## src/rtl/const_id_timer.sv

```systemverilog
// Saturating cycle counter used to bound the wait for a bus acknowledge.
// Clear has priority over enable; expired is high once LIMIT-1 has been
// reached, so the LIMIT-th enabled cycle is the one that sees it.
module const_id_timer #(
  parameter int LIMIT = 16,
  parameter int CNT_W = $clog2(LIMIT + 1)
) (
  input  logic iCLK,
  input  logic iRSTn,
  input  logic clr,
  input  logic en,
  output logic expired
);

  localparam logic [CNT_W-1:0] LAST = CNT_W'(LIMIT - 1);

  logic [CNT_W-1:0] count;

  // Count enabled cycles, holding at LAST until cleared.
  always_ff @(posedge iCLK or negedge iRSTn) begin
    if (!iRSTn) begin
      count <= '0;
    end else if (clr) begin
      count <= '0;
    end else if (en && (count != LAST)) begin
      count <= count + 1'b1;
    end
  end

  assign expired = (count == LAST);

endmodule

```

## config.mk

```make
export PLATFORM = sky130hd
export DESIGN_NAME = const_id_timer
export DESIGN_NICKNAME = d
export VERILOG_FILES = /design/src/rtl/const_id_timer.sv
export SDC_FILE = /design/constraint.sdc
export NUM_CORES = 1
export LEC_CHECK = 0
export CAP_MARGIN = 40
export CORE_AREA = 10 10 47 49
export DETAILED_ROUTE_END_ITERATION = 12
export DIE_AREA = 0 0 57 59
export SYNTH_ARGS = -nofsm -noshare
export SYNTH_HDL_FRONTEND = slang
export SYNTH_SLANG_ARGS = --single-unit
```

## constraint.sdc

```tcl
create_clock -name iCLK -period 3.54 [get_ports iCLK]
set_input_delay 1.062 -clock iCLK [delete_from_list [all_inputs] [get_ports iCLK]]
set_output_delay 1.062 -clock iCLK [all_outputs]
set_load 0.005 [all_outputs]
```

==> flow_summary.yaml <==
status:
  status: "finished, final reports clean"
final_layout:
  final_area_um2: 347
  finalNetCount: 38
  biggestRegsByFlops: "count (5)"
  fillCellCount: 166
  area_growth_pct: 33.2
  drive_gt1_frac: 0.129
  instances_no_fill: 47
  n_antenna_cell: 0
  regMostFlops: "count"
  largest_register_ffs: 5
synth:
  synth_cells: 23
  synthArstFlopShare: 1.00
  synth_seq_area_share: 0.481
  avgSynthCellArea_um2: 11.3
  yosys_warnings: 0
  yosys-top-cells-count: "dfrtp_1 (5), nor2_1 (5), ha_1 (2)"
  synth_area_um2: 260
  synth-seq-cells: 5
  synthDistinctLibCells: 14
  synth_ff_type: "dfrtp_1"
  synth_top_area_cell: "dfrtp_1"
  syn_nets: 29
  yosys-top-cells-area: "dfrtp_1 (48%), ha_1 (9.6%), nor2_1 (7.2%)"
  synth_edf_count: 0
  synth.top_cell.area_share: 0.481
die:
  die_area_um2: 3360
  fp.dieH_um: 59
  initial_core_util: 0.186
  die_w_um: 57
  io_pins: 5
  core_um2: 1400
  rows: 14
timing:
  finalSetupTns_ns: 0
  min_period_ns: 2.76
  worstMarginPinSlew_ns: 0.227
  max_slew_margin: 0.848
  fin_crit_sh: 0.781
  setup_violations: 0
  slew_viol_final: 0
  rsz0062_at_grt: "false"
  timing.fmax_mhz: 362
  finalHoldViolations: 0
  fin_skew_ns: 0.000301
detailed_routing:
  wire_per_inst_um: 9.87
  ant_nets: 0
  via_per_inst: 3.77
  drtIter0Drc: 7
  dr.pass1.iters: 4
  drt-total-wl_um: 464
  drc_errors: 0
  routed-via-count: 177
run:
  cap_violations: 0
worst_hold_path:
  worstHoldPathType: "reg -> reg"
worst_setup_path:
  crit_path_max_fanout: 3
  cp-start-kind: "flip-flop"
  cp-endpoint: "expired"
  crit_path_start: "count[0]"
  rr_startpoint: "count[0]"
  worst_ep_required_time_ns: 2.48
  r2r_end: "count[3]"
  rr_worst_depth: 6
  crit_type: "reg -> out"
  rrSetupSlack_ns: 1.77
  critPathCaptureType: "output pin"
  arrival_ns: 1.70
placed_design:
  placedInstanceArea_um2: 320
  port_buffers: 4
  gp_congestion: 0.694
  dp.cells: 43
clock_network:
  cts.hold.buffers_added: 0
  cts.sinks: 5
  clock_path_buffers: 2
  cts.clk_slew.worst_paths_ns: 0.04
  clk_latency_ns: 0.24
  cts_tree: "yes"
  ctsResizeCount: 0
  root_buffer: "clkbuf_4"
  cts_buffers: 3
  post_cts_buffers: 0
  cts_max_level: 1
grt:
  grt_pass1_wl_um: 821
  grt_usage: 0.0342
  grt_max_degree: 7
  antenna_found_initial: 0
  grt_pass1_vias: 212
  overflow: 0
power_and_ir_drop:
  seqPwrFrac: 0.443
  clockPowerShare: 0.455
  powerDensity_nw_per_um2: 409
  sw_frac_of_total: 0.216
  leakage_uw: 0.000168
  power_switching_uw: 30.6
  internal_power_uw: 111
  power_frac_comb: 0.101
  ir_drop_v: 0.000118
## per-layer routing
| metal | GRT usage | vias up | share of wire | routed length, um |
|---|---|---|---|---|
| li1 | - | 95 | - | - |
| met1 | 0.0311 | 78 | 0.50 | 230 |
| met2 | 0.0434 | 4 | 0.43 | 198 |
| met3 | 0.0215 | 0 | 0.075 | 35 |
| met4 | 0.0503 | 0 | 0 | 0 |
| met5 | 0 | - | 0 | 0 |
## critical path, cell delays in order (launching register included)
cell and delay (ns):
dfrtp_1 0.39, ha_1 0.22, and3_1 0.16, ha_1 0.22, clkdlybuf4s50_1 0.47
## power by group through the flow
stage                     Combinational, uW  Clock [uW]  Sequential, uW
after floorplan                        8.20           0            63.2
after global placement                 14.7           0            63.5
after detailed placement               14.6           0            63.6
after CTS                              14.9        69.3            62.9
after global routing                   16.8        73.4            63.2
final                                  14.4        64.4            62.8
## kinds of logic (layout without fill, tap and decap cells)
family	after synthesis	count (layout)	synth area share
DFF	5	5	0.481
AOI/OAI and AO/OA	1	1	0.0289
adders and majority gates	2	2	0.0961
and+or+nand+nor	10	10	0.231
muxes	2	2	0.0817
xor gates and xnor gates	2	2	0.0673
buffers and inverters	1	9	0.0144
## cells in the final DEF (no fill, tap or decap), types with 2 or more instances in the layout
cell,instances
clkdlybuf4s50_1,4
clkbuf_4,3
nor2_1,5
ha_1,2
dfrtp_1,5
## worst min path at each step
stage / start / end / depth (start not counted)
global route: count[4] / count[4] / 2
detailed placement: count[1] / count[1] / 2
floorplan: count[1] / count[1] / 2
global placement: count[1] / count[1] / 2
finish: count[4] / count[4] / 2
CTS: count[2] / count[2] / 2
## through the flow
step,util,setup WS [ns],power [uW],hold WS [ns]
2_1_floorplan,-,1.51,71.4,0.513
3_3_place_gp,0.229,1.03,78.2,0.550
3_5_place_dp,0.229,1.02,78.2,0.548
4_1_cts,0.247,0.748,147,0.564
5_1_grt,0.247,0.702,153,0.606
6_report,0.247,0.776,142,0.562
## area by class of cell
type	instances	area [um2]	share of cell area
Multi-Input combinational cell	17	131	0.379
Clock buffer	4	26.3	0.0758
Inverter	1	3.75	0.0108
Sequential cell	5	125	0.361
Tap cell	16	20.0	0.0578
Timing Repair Buffer	4	40.0	0.116
Note: power is estimated with default switching activity, not from simulation.
